<file path="src/rtl/lsu_bus_pkg.sv">
// Shared types, constants and helpers for the LSU bus controller.
package lsu_bus_pkg;

    // Controller states: data-memory single-cycle path and peripheral handshake path
    typedef enum logic [2:0] {
        IDLE     = 3'd0,
        DMEM_RSP = 3'd1,
        PER_REQ  = 3'd2,
        PER_WAIT = 3'd3,
        RESP     = 3'd4
    } lsu_state_e;

    // Response data sentinels for aborted or faulted peripheral accesses
    localparam logic [31:0] ERR_TIMEOUT = 32'hdeadbeef;
    localparam logic [31:0] ERR_BUS     = 32'hbabecafe;

    // Width of the timeout counter; large enough for TIMEOUT up to 255
    localparam int CNT_W = 8;

    // Region decode: any set bit in addr[15:8] selects the peripheral bus
    function automatic logic is_periph(input logic [31:0] addr);
        return |addr[15:8];
    endfunction

endpackage

</file>
<file path="src/rtl/lsu_timeout_ctr.sv">
// Cycle counter that flags when a peripheral access has waited TIMEOUT cycles.
module lsu_timeout_ctr
    import lsu_bus_pkg::*;
#(
    parameter int unsigned TIMEOUT = 16
) (
    input  logic clk,
    input  logic rst,
    input  logic clear_i,
    input  logic enable_i,
    output logic expired_o
);

    // Value held by the counter during the last permitted waiting cycle
    localparam logic [CNT_W-1:0] LAST = CNT_W'(TIMEOUT - 1);

    logic [CNT_W-1:0] cnt_q;
    logic [CNT_W-1:0] cnt_d;

    // Next count: clear wins, otherwise count while enabled and hold at the last value
    always_comb begin
        cnt_d = cnt_q;
        if (clear_i) begin
            cnt_d = {CNT_W{1'b0}};
        end else if (enable_i && (cnt_q != LAST)) begin
            cnt_d = cnt_q + {{(CNT_W-1){1'b0}}, 1'b1};
        end else begin
            cnt_d = cnt_q;
        end
    end

    // Counter register
    always_ff @(posedge clk or posedge rst) begin
        if (rst) begin
            cnt_q <= {CNT_W{1'b0}};
        end else begin
            cnt_q <= cnt_d;
        end
    end

    // Expiry is reported in the TIMEOUT-th enabled cycle after a clear
    assign expired_o = enable_i && (cnt_q == LAST);

endmodule

</file>
<file path="src/rtl/lsu_bus_ctrl.sv">
// LSU bus controller: routes one load/store at a time to data memory or the
// peripheral bus and returns a single-cycle response to the LSU.
module lsu_bus_ctrl
    import lsu_bus_pkg::*;
#(
    parameter int unsigned TIMEOUT = 16
) (
    input  logic        clk,
    input  logic        rst,
    // LSU request
    input  logic        req_valid,
    output logic        req_ready,
    input  logic        req_we,
    input  logic [31:0] req_addr,
    input  logic [31:0] req_wdata,
    input  logic [3:0]  req_be,
    // LSU response
    output logic        rsp_valid,
    output logic [31:0] rsp_rdata,
    output logic        rsp_err,
    // Data memory
    output logic        dmem_en,
    output logic        dmem_we,
    output logic [31:0] dmem_addr,
    output logic [31:0] dmem_wdata,
    output logic [3:0]  dmem_be,
    input  logic [31:0] dmem_rdata,
    // Peripheral bus
    output logic        per_req,
    input  logic        per_gnt,
    output logic        per_we,
    output logic [31:0] per_addr,
    output logic [31:0] per_wdata,
    output logic [3:0]  per_be,
    input  logic        per_rvalid,
    input  logic [31:0] per_rdata,
    input  logic        per_err
);

    lsu_state_e  state_q, state_d;
    logic        we_q, we_d;
    logic [31:0] addr_q, addr_d;
    logic [31:0] wdata_q, wdata_d;
    logic [3:0]  be_q, be_d;
    logic [31:0] rdata_q, rdata_d;
    logic        err_q, err_d;

    logic        ctr_clear_s;
    logic        ctr_en_s;
    logic        expired_s;
    logic [31:0] per_data_s;

    lsu_timeout_ctr #(
        .TIMEOUT (TIMEOUT)
    ) u_timeout_ctr (
        .clk       (clk),
        .rst       (rst),
        .clear_i   (ctr_clear_s),
        .enable_i  (ctr_en_s),
        .expired_o (expired_s)
    );

    // Data memory sees the live request; only the enable is gated by the FSM
    assign dmem_we    = req_we;
    assign dmem_addr  = req_addr;
    assign dmem_wdata = req_wdata;
    assign dmem_be    = req_be;

    // Peripheral fields come from the copy latched at accept
    assign per_we     = we_q;
    assign per_addr   = addr_q;
    assign per_wdata  = wdata_q;
    assign per_be     = be_q;

    // Data returned on a peripheral response: bus error sentinel, zero for writes
    assign per_data_s = per_err ? ERR_BUS : (we_q ? 32'h0000_0000 : per_rdata);

    // Next-state, latch enables and LSU/bus handshake outputs
    always_comb begin
        state_d     = state_q;
        we_d        = we_q;
        addr_d      = addr_q;
        wdata_d     = wdata_q;
        be_d        = be_q;
        rdata_d     = rdata_q;
        err_d       = err_q;
        ctr_clear_s = 1'b0;
        ctr_en_s    = 1'b0;
        req_ready   = 1'b0;
        rsp_valid   = 1'b0;
        rsp_rdata   = 32'h0000_0000;
        rsp_err     = 1'b0;
        dmem_en     = 1'b0;
        per_req     = 1'b0;

        case (state_q)
            IDLE: begin
                req_ready = 1'b1;
                if (req_valid) begin
                    we_d    = req_we;
                    addr_d  = req_addr;
                    wdata_d = req_wdata;
                    be_d    = req_be;
                    if (is_periph(req_addr)) begin
                        ctr_clear_s = 1'b1;
                        state_d     = PER_REQ;
                    end else begin
                        dmem_en = 1'b1;
                        state_d = DMEM_RSP;
                    end
                end else begin
                    state_d = IDLE;
                end
            end

            DMEM_RSP: begin
                rsp_valid = 1'b1;
                rsp_rdata = we_q ? 32'h0000_0000 : dmem_rdata;
                state_d   = IDLE;
            end

            PER_REQ: begin
                per_req  = 1'b1;
                ctr_en_s = 1'b1;
                if (per_gnt && per_rvalid) begin
                    rdata_d = per_data_s;
                    err_d   = per_err;
                    state_d = RESP;
                end else if (expired_s) begin
                    rdata_d = ERR_TIMEOUT;
                    err_d   = 1'b1;
                    state_d = RESP;
                end else if (per_gnt) begin
                    state_d = PER_WAIT;
                end else begin
                    state_d = PER_REQ;
                end
            end

            PER_WAIT: begin
                ctr_en_s = 1'b1;
                if (per_rvalid) begin
                    rdata_d = per_data_s;
                    err_d   = per_err;
                    state_d = RESP;
                end else if (expired_s) begin
                    rdata_d = ERR_TIMEOUT;
                    err_d   = 1'b1;
                    state_d = RESP;
                end else begin
                    state_d = PER_WAIT;
                end
            end

            RESP: begin
                rsp_valid = 1'b1;
                rsp_rdata = rdata_q;
                rsp_err   = err_q;
                state_d   = IDLE;
            end

            default: begin
                state_d = IDLE;
            end
        endcase
    end

    // State and latched request/response registers
    always_ff @(posedge clk or posedge rst) begin
        if (rst) begin
            state_q <= IDLE;
            we_q    <= 1'b0;
            addr_q  <= 32'h0000_0000;
            wdata_q <= 32'h0000_0000;
            be_q    <= 4'h0;
            rdata_q <= 32'h0000_0000;
            err_q   <= 1'b0;
        end else begin
            state_q <= state_d;
            we_q    <= we_d;
            addr_q  <= addr_d;
            wdata_q <= wdata_d;
            be_q    <= be_d;
            rdata_q <= rdata_d;
            err_q   <= err_d;
        end
    end

endmodule

</file>
<file path="config.mk">
export PLATFORM = sky130hd
export DESIGN_NAME = lsu_bus_ctrl
export DESIGN_NICKNAME = d
export VERILOG_FILES = /design/src/rtl/lsu_bus_pkg.sv /design/src/rtl/lsu_timeout_ctr.sv /design/src/rtl/lsu_bus_ctrl.sv
export SDC_FILE = /design/constraint.sdc
export NUM_CORES = 1
export LEC_CHECK = 0
export BUFFER_PORTS_ARGS = -buffer_cell sky130_fd_sc_hd__clkbuf_2
export CAP_MARGIN = 20
export CORE_MARGIN = 5
export CORE_UTILIZATION = 44
export DETAILED_ROUTE_END_ITERATION = 10
export GPL_TIMING_DRIVEN = 0
export PLACE_DENSITY = 0.86
export RECOVER_POWER = 25
export SETUP_SLACK_MARGIN = 0.5
export SLEW_MARGIN = 20
export SYNTH_ARGS = -nofsm -noshare
export SYNTH_HDL_FRONTEND = slang
export SYNTH_SLANG_ARGS = --single-unit
export TNS_END_PERCENT = 30
</file>
<file path="constraint.sdc">
create_clock -name clk -period 3.81 [get_ports clk]
set_input_delay 0.1905 -clock clk [delete_from_list [all_inputs] [get_ports clk]]
set_output_delay 0.1905 -clock clk [all_outputs]
set_load 0.05 [all_outputs]
</file>
* Yosys cells after proc, flatten, opt, wreduce, memory -nomap -nowiden
Index checks and enable logic that the tools add are counted.
** Storage, ports and cells
- Bits in registers :: 113
- Input bits :: 139
- Output and inout bits :: 175
** Cells by class
- Add/subtract/negate cells :: 1
- Reductions and logical operators :: 10
- Mux-type cells :: 33
- Equal/unequal tests :: 6
** Operators with widths (count)
- 32-bit 2-to-1 mux :: 6
- 32-bit one-hot mux with 2 select lines :: 2
- 8-bit 2-to-1 mux :: 2
- 1-bit 2-to-1 mux :: 15
- 3-bit 2-to-1 mux :: 5
- 3-bit one-hot mux with 3 select lines :: 1
- 8-bit by 1-bit adder with 8-bit output, second input constant :: 1
- 8-bit by 4-bit equality test with 1-bit output, second input constant :: 1
- 8-bit by 4-bit != test with 1-bit output, second input constant :: 1
- 8-bit OR reduction :: 1
- 3-bit by 2-bit equality test with 1-bit output, second input constant :: 2
- 2-bit nonzero test :: 2
- 2-bit OR reduction :: 2
- 3-bit by 1-bit equality test with 1-bit output, second input constant :: 1
- 3-bit equality test, second input constant :: 1
- 1-bit logical AND :: 3
- 3-bit zero test :: 1
- 2-bit 2-to-1 mux :: 1
- 1-bit one-hot mux with 2 select lines :: 1
- 2-bit AND reduction :: 1

* Longest topological paths before layout
Gate-level depths: netlist of run 1.
- Depth after elaboration :: 7
- Gate-level depth with buffers :: 8
- Depth with buffers taken out :: 6

* Modules after synthesis
A second synthesis of run 1 with hierarchy kept.
** Unflattened totals
- Cells, all modules :: 434
- Area, all modules :: 5437.7 um2
** Modules (own cells, without submodules)
- lsu_bus_ctrl :: times used 1, area an instance 4986.0 um2, sequential area each 2627.5 um2, cells an instance 387
- lsu_timeout_ctr :: times used 1, area an instance 451.7 um2, sequential area each 200.2 um2, cells an instance 47

* Worst setup path before layout of run 1
OpenSTA, ideal clock, no wires.
- Path kind :: register to output
- From :: register we_q (netlist: per_we)
- To :: output rsp_rdata[0]
- Buffers on the path :: 1
- Data arrival time :: 1.814 ns
- Required time :: 3.619 ns
- Stages on the path, launching flop included :: 4
- Setup slack :: 1.806 ns
- Cells stage by stage :: dfrtp_1 nor4b_2 clkbuf_1 a22o_1
** On the way
- Cells in the longest elaborated chain, start to end :: 2
** RTL lines
- start: declaration :: RTL line lsu_bus_ctrl.sv:41 : logic we_q, we_d;
- start signal: assignment :: RTL line lsu_bus_ctrl.sv:180 : we_q <= we_d;
- 32-bit 2-to-1 mux :: RTL line lsu_bus_ctrl.sv:118 : rsp_rdata = we_q ? 32'h0000_0000 : dmem_rdata;
- 32-bit one-hot mux with 2 select lines :: RTL line lsu_bus_ctrl.sv:96 : case (state_q)
- end: declaration :: RTL line lsu_bus_ctrl.sv:19 : output logic [31:0] rsp_rdata,
Every way passes these cells.

* Worst setup path in the final report of run 1
- From :: register we_q (netlist: per_we)
- To :: output rsp_rdata[17]
Same word-level chain as after synthesis.

==> reports/results.tsv, run 1 <==
metric	value	unit
postCtsResizedCells	0	
cts-htree-levels	4	
clkTransAtPathRegs	60	ps
timing.critical_path.slowest_cell_delay	630	ps
timing_worst_setup_path_type	reg2out	
max_cap_violations	1	
synth_cell_area	5460	µm²
antenna_found_initial	0	
timing.rr.end	rdata_q[3]	
cts_inserted_buffers	17	
slew_headroom	-67.2	%
syn_nets	573	
worstPathArrival	2560	ps
placeableCoreArea	12100	µm²
port-buffer-count	312	
drt-wirelength-per-cell	17.2	µm
die-width	121	µm
antenna_left	0	
detailed_place_hpwl	12900	µm
ff2ff_setup_slack	1870	ps
gp_congestion	0.842	
gr-total-overflow	0	
synth_top_flop_cell	sky130_fd_sc_hd__dfrtp_1	
hold_end	rdata_q[2]	
syn_inst	433	
layout_worst_path_cycle_share	72.1	%
dp.cells	914	
outcome	finished, violations left	
grt_max_degree	59	
final_hold_viol_count	0	
synthesis_warnings	0	
r2r_cells	5	
power_leakage	3.96	nW
required	3620	ps
synth_top_cell_area_share	51.8	%
setup.worst_path.end_class	output pin	
worst_hold_startpoint	per_rdata[2]	
aggregate_routed_wire_length	16300	µm
grt_pass1_wl	25000	µm
stdcell_count	949	
drt_drc_violations_left	0	
yosysSeqAreaShare	51.8	%
grt_usage	21.6	%
ys_seq_elements	113	
vdd_ir_drop_max	638	µV
cts_hold_repair.buffers	3	
fin_util	64.9	%
layout_setup_ws	1060	ps
tritoncts_clock_tree	built	
antenna-diode-count	0	
largest_cells_by_area_after_synthesis	sky130_fd_sc_hd__dfrtp_1, sky130_fd_sc_hd__mux2_2, sky130_fd_sc_hd__buf_4	
clock_sinks	113	
number_of_global_route_vias_before_repair	4935	
clock_insertion_delay_worst_skew	400	ps
place_ws	1560	ps
timing.rr.start	state_q[2]	
floorplan.rows	40	
final_nets	908	
timing.clock.skew	19.8	ps
synth-edff-count	0	
worstHoldPathType	in2reg	
ctsLongestPathBuffers	2	
power.density_cell_area	962	nW/µm²
cts_setup_buffers	0	
drt_iter0_markers	222	
netlist-cell-type-count	43	
post_syn_area_per_cell	12.6	µm²
finalSetupViolCount	0	
drv_slew	56	
ioPinCount	314	
worst_pin_slew	2490	ps
design.die.area	14700	µm²
worstPathMaxFanout	10	
grt_setup_unrepaired	no	
clk_root_buffer_cell	sky130_fd_sc_hd__clkbuf_16	
num_vias	4652	
synth_area_leader_cell	sky130_fd_sc_hd__dfrtp_1	
worstPathCellList	nor4b_2 -> clkbuf_1 -> a22o_1 -> clkbuf_2	
power.total	7.55	mW
critical_path.slowest_cell	sky130_fd_sc_hd__nor4b_2	
finalWorstPathRequiredPeriod	2750	ps
chipHeight	121	µm
timing.critical_path.from_type	register	
worstHoldPathCells	3	
violated_checks	capacitance limit, slew limit	
drive_above_1_share	61.6	%
critical_path_start	per_we	
vias_per_cell	4.90	
first_pass_iters	4	
initial_utilization	45.1	%
syn_to_final_growth	43.9	%
asyncSetResetFlopFracSynth	100	%
achievable-frequency	364	MHz
## routing by layer
metal | track usage (%) | share of wire (%) | vias to the layer above
met5 | 0 | 0 | -
met4 | 7.07 | 1.7 | 0
met3 | 6.71 | 8.1 | 21
met2 | 36.9 | 52 | 213
met1 | 25.8 | 38 | 2254
li1 | - | - | 2164
## state kept, by name (all words and copies together), names as in the netlist
name and flops:
per_we 1, per_wdata 32, per_be 4, u_timeout_ctr.cnt_q 8, err_q 1, rdata_q 32, state_q 3, per_addr 32
## worst max-delay path by stage
stage | to | slack [ps] | cells after the start
global route | rsp_rdata[7] | 1040 | 4
finish | rsp_rdata[17] | 1060 | 4
CTS | rsp_rdata[1] | 1110 | 4
global placement | per_wdata[10] | -590 | 2
floorplan | err_q | 630 | 1
detailed placement | rsp_rdata[1] | 1560 | 4
## cell usage after synthesis (2+ instances only)
cell type / instances
sky130_fd_sc_hd__a21oi_1: 7
sky130_fd_sc_hd__a22o_1: 35
sky130_fd_sc_hd__a2bb2oi_1: 5
sky130_fd_sc_hd__a2bb2oi_2: 19
sky130_fd_sc_hd__and2_1: 3
sky130_fd_sc_hd__and3_1: 3
sky130_fd_sc_hd__buf_2: 12
sky130_fd_sc_hd__buf_4: 70
sky130_fd_sc_hd__buf_6: 3
sky130_fd_sc_hd__clkbuf_1: 7
sky130_fd_sc_hd__dfrtp_1: 113
sky130_fd_sc_hd__inv_1: 5
sky130_fd_sc_hd__mux2_2: 68
sky130_fd_sc_hd__nand2_1: 30
sky130_fd_sc_hd__nand3_1: 3
sky130_fd_sc_hd__nand4_1: 2
sky130_fd_sc_hd__nor2_1: 7
sky130_fd_sc_hd__nor2b_1: 2
sky130_fd_sc_hd__nor3_1: 5
sky130_fd_sc_hd__nor4_1: 2
sky130_fd_sc_hd__o21ai_0: 4
sky130_fd_sc_hd__o2bb2ai_1: 5
sky130_fd_sc_hd__xor2_1: 3
## cell type report
class                   count  area, µm²
fillers                  1015       4260
clock buffers              17        425
flip-flops and latches    113       2830
plain buffers              92        646
well taps                 168        210
clock inverters            15        196
multi-input cells         222       1960
inverters                   6       26.3
repair buffers            316       1560
## logic make-up after synthesis
family | share of synthesized area (%)
flip-flops | 51.8
buffers and inverters | 12.3
XOR/XNOR | 0.642
multiplexers | 14.0
AND/OR/NAND/NOR | 6.35
adder cells (fa/ha/maj) | 0.229
AO/OA/AOI/OAI | 14.7
## where the power goes
part | total (mW) | switching [mW] | internal, mW
clock | 1.65 | 0.598 | 1.05
combinational | 3.74 | 2.60 | 1.14
sequential | 2.17 | 0.386 | 1.78
total | 7.55 | 3.58 | 3.97
## metrics by stage
| step | hold slack (ps) | cell area (µm²) | setup TNS, ps |
|---|---|---|---|
| 4_1_cts | 1.21 | 7920 | 0 |
| 5_1_grt | 11.8 | 7860 | 0 |
| 3_5_place_dp | 267 | 7260 | 0 |
| 2_1_floorplan | 307 | 5460 | 0 |
| 3_3_place_gp | 417 | 7230 | -65610 |
| 6_report | 20.1 | 7860 | 0 |
## cells in the final DEF (no fill, tap or decap), types with 12 or more instances in the layout
cell                        netlist  layout
sky130_fd_sc_hd__mux2_2          68      68
sky130_fd_sc_hd__nand2_1         30      30
sky130_fd_sc_hd__clkbuf_16        0      17
sky130_fd_sc_hd__dfrtp_1        113     113
sky130_fd_sc_hd__buf_4           70      70
sky130_fd_sc_hd__clkbuf_1         7      52
sky130_fd_sc_hd__a2bb2oi_2       19      19
sky130_fd_sc_hd__clkbuf_2         0     267
sky130_fd_sc_hd__a22o_1          35      35
sky130_fd_sc_hd__buf_2           12      12
## critical path, delay by kind of cell, from the launching register on
family | cells | cell delay [ps]
buffers and inverters | 2 | 780
AOI/OAI and AO/OA | 1 | 230
DFF | 1 | 490
and+or+nand+nor | 1 | 630
No activity file was read; power rests on OpenSTA's default activity.
==> inputs of run 2 (changes only) <==
--- a/config.mk
+++ b/config.mk
@@ -5,10 +5,11 @@
 export SDC_FILE = /design/constraint.sdc
 export NUM_CORES = 1
 export LEC_CHECK = 0
+export ABC_AREA = 1
 export BUFFER_PORTS_ARGS = -buffer_cell sky130_fd_sc_hd__clkbuf_2
 export CAP_MARGIN = 20
 export CORE_MARGIN = 5
-export CORE_UTILIZATION = 44
+export CORE_UTILIZATION = 45
 export DETAILED_ROUTE_END_ITERATION = 10
 export GPL_TIMING_DRIVEN = 0
 export PLACE_DENSITY = 0.86
==> constraint.sdc (replaced) <==
create_clock -name clk -period 2.6 [get_ports clk]
set_input_delay 0.13 -clock clk [delete_from_list [all_inputs] [get_ports clk]]
set_output_delay 0.13 -clock clk [all_outputs]
set_load 0.05 [all_outputs]
==> run 2 against run 1 <==
  * The flow now finishes without violations
  * Die area is 4.0% higher
  * Area after synthesis increased by 6.7%
  * Largest cell class is now buffers
  * Flip-flop and latch count is the same
  * Core utilization is 6.4 points higher
  * Non-clock buffer count rose by 87
  * Setup slack got worse by 530 ps
  * Wire length increased by 45%
  * Cell area is 15% higher
  * Largest power group unchanged
==> reports/results.tsv, run 2 <==
metric	value	unit	change
syn_nets	903		+58%
r2r_cells	6		+1
totalNegativeSetupSlack	0	ps	unchanged
setup.worst_path.end_class	output pin		
synthesis_warnings	0		unchanged
power.total	11.2	mW	+48%
ioPinCount	314		unchanged
drive_above_1_share	36.2	%	-25 points
timing.rr.start	state_q[0]		
first_pass_iters	5		+1
final_nets	1314		+45%
vias_per_cell	5.02		+2.4%
ctsLongestPathBuffers	2		unchanged
drt_drc_violations_left	0		unchanged
grt_setup_unrepaired	yes		
clk_root_buffer_cell	sky130_fd_sc_hd__clkbuf_16		
clock_insertion_delay_worst_skew	410	ps	about the same
synth_area_leader_cell	sky130_fd_sc_hd__dfrtp_1		
netlist-cell-type-count	27		-37%
outcome	finished clean		
tritoncts_clock_tree	built		
drt_iter0_markers	617		+180%
num_vias	6830		+47%
clock_sinks	113		unchanged
worstHoldPathCells	5		+2
synth-edff-count	0		unchanged
design.die.area	15300	µm²	+4.0%
post_syn_area_per_cell	7.64	µm²	-39%
final_hold_viol_count	0		unchanged
gp_congestion	0.852		+1.2%
chipHeight	124	µm	+2.0%
floorplan.rows	41		+2.5%
place_ws	766	ps	-794 ps
antenna_left	0		unchanged
worst_hold_startpoint	per_rdata[19]		
dp.cells	1251		+37%
timing_worst_setup_path_type	reg2out		
synth_top_flop_cell	sky130_fd_sc_hd__dfrtp_1		
hold_end	rdata_q[19]		
placeableCoreArea	12700	µm²	+4.6%
grt_max_degree	35		-41%
stdcell_count	1361		+43%
antenna_found_initial	2		+2
required	2470	ps	-1150 ps
layout.cells.most_common	sky130_fd_sc_hd__nand2_1		
finalSetupViolCount	0		unchanged
syn_inst	763		+76%
worst_pin_slew	1250	ps	-1250 ps
worstPathMaxFanout	10		unchanged
slew_headroom	16.3	%	+83 points
timing.clock.skew	10.7	ps	-9.14 ps
layout_setup_ws	534	ps	-530 ps
initial_utilization	46.0	%	+0.91 points
grt_pass1_wl	35400	µm	+42%
post-synth-top-count-cell	sky130_fd_sc_hd__nand2_1		
vdd_ir_drop_max	877	µV	+37%
aggregate_routed_wire_length	23700	µm	+45%
worstHoldPathType	in2reg		
largest_cells_by_area_after_synthesis	sky130_fd_sc_hd__dfrtp_1, sky130_fd_sc_hd__nand2_1, sky130_fd_sc_hd__buf_4		
max_cap_violations	0		-1
yosysSeqAreaShare	48.5	%	-3.3 points
asyncSetResetFlopFracSynth	100	%	unchanged
clkTransAtPathRegs	50	ps	about the same
power.density_cell_area	1240	nW/µm²	+29%
worstPathArrival	1940	ps	-620 ps
drv_slew	0		-100%
timing.critical_path.from_type	register		
synth_top_cells_by_count	sky130_fd_sc_hd__nand2_1, sky130_fd_sc_hd__dfrtp_1, sky130_fd_sc_hd__buf_4, sky130_fd_sc_hd__inv_1, sky130_fd_sc_hd__nand3_1		
syn_to_final_growth	54.9	%	
ff2ff_setup_slack	910	ps	-960 ps
most-common-layout-cells	sky130_fd_sc_hd__nand2_1, sky130_fd_sc_hd__clkbuf_2, sky130_fd_sc_hd__dfrtp_1		
finalWorstPathRequiredPeriod	2070	ps	
number_of_global_route_vias_before_repair	6872		+39%
synth_cell_area	5830	µm²	+6.7%
synth_top_cell_area_share	48.5	%	-3.3 points
layout_worst_path_cycle_share	79.5	%	
gr-total-overflow	0		unchanged
cts_inserted_buffers	17		unchanged
detailed_place_hpwl	15400	µm	+19%
power_leakage	5.26	nW	+33%
grt_usage	30.7	%	+9.1 points
achievable-frequency	484	MHz	
timing.rr.end	per_we		
die-width	124	µm	+2.0%
fin_util	71.2	%	+6.4 points
ys_seq_elements	113		unchanged
cts-htree-levels	4		unchanged
port-buffer-count	313		+0.32%
drt-wirelength-per-cell	17.4	µm	+1.2%
-- run 2: cell count changes after synthesis, sizes merged, moves of 5 or more --
cell     previous run  this run
nand2              31       333
mux2               68         0
inv                 6        73
nand3               3        49
o22ai               0        36
a22o               35         0
a2bb2oi            24         0
nor2                8        27
clkbuf              7        16
o21ai               4        13
o2bb2ai             5         0
-- run 2: critical path: stages, from the launching register on --
cell	delay, ps
sky130_fd_sc_hd__dfrtp_1	450
sky130_fd_sc_hd__nor2_4	190
sky130_fd_sc_hd__nand2_2	140
sky130_fd_sc_hd__clkbuf_2	230
sky130_fd_sc_hd__o22ai_1	230
sky130_fd_sc_hd__clkbuf_4	280
-- run 2: worst max-delay path by stage --
stage	from	cells after the start	endpoint	slack, ps
final	state_q[0]	5	rsp_rdata[20]	530
after global routing	rst	5	per_addr[23]	390
after CTS	state_q[0]	5	rsp_rdata[30]	430
after detailed placement	state_q[1]	6	per_we	770
after global placement	rst	2	per_addr[23]	350
after floorplan	per_we	4	rsp_rdata[8]	270
-- run 2: layout make-up --
| class | count | area [µm²] |
|---|---|---|
| clock buffers | 24 | 492 |
| diodes | 4 | 10.0 |
| multi-input cells | 474 | 2090 |
| clock inverters | 6 | 80.1 |
| flip-flops and latches | 113 | 2830 |
| fillers | 910 | 3640 |
| repair buffers | 392 | 2350 |
| well taps | 172 | 215 |
| plain buffers | 103 | 683 |
| inverters | 73 | 278 |
-- run 2: per-stage QoR --
stage | hold slack (ps) | instance area, µm²
floorplan | 240 | 5830
global placement | 339 | 7610
detailed placement | 241 | 7670
CTS | 2.33 | 9030
global route | 29.3 | 9020
finish | 18.4 | 9030
-- run 2: cells by family after synthesis --
group | share of synthesized area, %
xor gates and xnor gates | 0.301
buffers and inverters | 16.3
DFF | 48.5
and+or+nand+nor | 29.1
adders and majority gates | 0.215
AOI/OAI and AO/OA | 5.54
-- run 2: routing by layer --
| layer | routed length (µm) | GRT usage, % |
|---|---|---|
| met5 | 0 | 0 |
| met4 | 1170 | 17.2 |
| met3 | 2250 | 8.22 |
| met2 | 12000 | 53.7 |
| met1 | 8310 | 33.5 |
-- run 2: report_power, final --
group / total [mW] / leakage, nW / switching [mW] / internal [mW]
sequential: 3.04 / 1.37 / 0.470 / 2.57
clock: 2.28 / 0.286 / 0.785 / 1.49
combinational: 5.88 / 3.60 / 4.52 / 1.36
total: 11.2 / 5.26 / 5.77 / 5.42
-- run 2: what timing repair did --
| item | 4_1_cts | 5_1_grt |
|---|---|---|
| hold buffers | 76 | 0 |
| pin swaps | 0 | 0 |
| gates resized for setup | 11 | 24 |
| setup buffers | 0 | 0 |
| endpoints found under the hold margin | 101 | 0 |
| gates cloned | 0 | 0 |
| setup endpoints to repair | 32 | 33 |
==> inputs of run 3 (changes only) <==
==> constraint.sdc (replaced) <==
create_clock -name clk -period 2.15 [get_ports clk]
set_input_delay 0.1075 -clock clk [delete_from_list [all_inputs] [get_ports clk]]
set_output_delay 0.1075 -clock clk [all_outputs]
set_load 0.05 [all_outputs]
==> run 3 against run 2 <==
  * Critical path depth increased by 2
  * Largest cell class unchanged
  * Clock skew about the same
  * Wire length increased by 23%
  * Clock-buffer cell count unchanged
  * Largest power group unchanged
  * Sequential power increased by 23%
  * Register-to-register slack got worse by 660 ps
  * Non-clock buffer count increased by 34
  * Hold slack got worse by 0.81 ps
  * Via count increased by 11%
==> reports/results.tsv, run 3 (synthesis gave the netlist of run 2 again) <==
metric	value	unit	change
tritoncts_clock_tree	built		
vias_per_cell	5.45		+8.5%
number_of_global_route_vias_before_repair	7700		+12%
placeableCoreArea	12700	µm²	unchanged
gr-total-overflow	0		unchanged
clock_sinks	113		unchanged
setup.worst_path.end_class	register		
worstHoldPathCells	5		unchanged
max_cap_violations	0		unchanged
hold_end	rdata_q[21]		
vdd_ir_drop_max	1070	µV	+22%
share_seq_of_total_power	25.3	%	-1.8 points
place_ws	316	ps	-450 ps
ctsLongestPathBuffers	2		unchanged
achievable-frequency	525	MHz	
timing.critical_path.from_type	register		
layout_worst_path_cycle_share	88.5	%	
drt_iter0_markers	799		+29%
timing.critical_path.slowest_cell_delay	530	ps	+80 ps
clkTransAtPathRegs	60	ps	about the same
multi_input_area	2340	µm²	+12%
chipHeight	124	µm	unchanged
worstPathCellList	inv_4 -> buf_4 -> clkbuf_1 -> nand2_1 -> nand2_1 -> nand2_1 -> inv_1		
aggregate_routed_wire_length	29200	µm	+23%
cts_inserted_buffers	17		unchanged
final_nets	1348		+2.6%
r2r_cells	7		+1
grt_setup_unrepaired	yes		
layout.cells.most_common	sky130_fd_sc_hd__nand2_1		
timing.clock.skew	10.5	ps	-0.197 ps
clock_insertion_delay_worst_skew	420	ps	about the same
num_vias	7588		+11%
crit_top_cell	sky130_fd_sc_hd__nand2_1		
timing_worst_setup_path_type	reg2reg		
drt-wirelength-per-cell	20.9	µm	+20%
drive_above_1_share	40.0	%	+3.7 points
most-common-layout-cells	sky130_fd_sc_hd__nand2_1, sky130_fd_sc_hd__clkbuf_2, sky130_fd_sc_hd__dfrtp_1		
power.combinational.fraction	55.8	%	+3.3 points
gp_congestion	0.852		unchanged
final_hold_viol_count	0		unchanged
placed_cell_area	7670	µm²	unchanged
floorplan.rows	41		unchanged
antenna_left	0		unchanged
timing.rr.end	rdata_q[6]		
critical_path.slowest_cell	sky130_fd_sc_hd__clkbuf_1		
detailed_place_hpwl	15400	µm	unchanged
design.die.area	15300	µm²	unchanged
hold_slack	17.6	ps	-0.808 ps
finalWorstPathRequiredPeriod	1900	ps	
slew_headroom	6.28	%	-10 points
layout_setup_ws	247	ps	-287 ps
power_leakage	5.61	nW	+6.8%
worstPathArrival	2250	ps	+310 ps
first_pass_iters	6		+1
num-fill-cells	711		-22%
final_design_area_no_fill	10000	µm²	+11%
worst_pin_slew	1400	ps	+149 ps
switchingPower	7.69	mW	+33%
netSwitchingFraction	52.0	%	+0.40 points
cts-htree-levels	4		unchanged
worstPathMaxFanout	10		unchanged
ioPinCount	314		unchanged
clock_power_share	18.9	%	-1.5 points
path_buf_inv	4		+2
cpLargestDelayFamily	buffers and inverters		
grt_max_degree	35		unchanged
worst_hold_startpoint	per_rdata[21]		
fin_util	79.2	%	+8.0 points
totalNegativeSetupSlack	0	ps	unchanged
drv_slew	0		unchanged
seqCellArea	2830	µm²	+0.13%
grt_pass1_wl	40700	µm	+15%
power.density_cell_area	1470	nW/µm²	+19%
drt_drc_violations_left	0		unchanged
grt_usage	35.5	%	+4.9 points
initial_utilization	46.0	%	unchanged
finalSetupViolCount	0		unchanged
required	2490	ps	+20 ps
worstHoldPathType	in2reg		
die-width	124	µm	unchanged
port-buffer-count	313		unchanged
ff2ff_setup_slack	250	ps	-660 ps
pint	7.11	mW	+31%
clk_root_buffer_cell	sky130_fd_sc_hd__clkbuf_16		
antenna_found_initial	1		-1
timing.rr.start	per_we		
outcome	finished clean		
syn_to_final_growth	72.3	%	
## run 3: cell count changes in the layout (fill, tap and decap cells not counted), sizes merged
| cell | delta |
|---|---|
| diode | -2 |
| buf | +44 |
| clkbuf | -23 |
| dlygate4sd3 | +13 |
## run 3: routing by layer
layer / vias up / track usage, % / share of wire (%)
met5: - / 0 / 0
met4: 0 / 22.4 / 7.4
met3: 204 / 10.6 / 11
met2: 683 / 61.8 / 49
met1: 3510 / 37.4 / 32
li1: 3191 / - / -
## run 3: through the flow
| stage | instances | power (mW) |
|---|---|---|
| 2_1_floorplan | 763 | 8.63 |
| 3_3_place_gp | 1248 | 10.2 |
| 3_5_place_dp | 1251 | 10.4 |
| 4_1_cts | 1384 | 13.9 |
| 5_1_grt | 1392 | 15.4 |
| 6_report | 1393 | 14.8 |
## run 3: what timing repair did
item	in CTS	in global routing
pin swaps	4	4
gates resized for setup	118	90
buffers inserted	14	7
hold endpoints to repair	114	0
hold buffers	89	0
cloned	0	0
endpoints found under the setup margin	82	126
## run 3: power groups by stage
stage / clock (mW) / sequential [mW] / combinational (mW)
after floorplan: 0 / 5.72 / 2.90
after global placement: 0 / 3.58 / 6.67
after detailed placement: 0 / 3.60 / 6.82
final: 2.79 / 3.74 / 8.27
after CTS: 2.77 / 3.62 / 7.52
after global routing: 2.91 / 3.82 / 8.63
## run 3: area by class of cell
cell class                 instances  area share [%]
clock buffer                      24            4.90
inverter                          73            2.84
buffer                           103            7.89
timing repair buffer             426            29.9
multi-input combinational        474            23.3
tap                              172            2.14
clock inverter                     6           0.798
antenna                            2          0.0498
sequential                       113            28.2
## run 3: worst max path at each step
stage	start	end	slack [ps]	cells after the start
after floorplan	per_we	rsp_rdata[8]	-160	4
after global placement	rst	per_addr[23]	-80	2
after detailed placement	state_q[1]	per_we	320	6
after CTS	state_q[1]	rsp_rdata[12]	350	5
after global routing	state_q[1]	rsp_rdata[30]	190	5
final	per_we	rdata_q[6]	250	7
## run 3: tightest hold or removal path, delay by kind of cell
| family | cells | cell delay [ps] |
|---|---|---|
| buf+inv | 2 | 130 |
| simple gates | 3 | 150 |
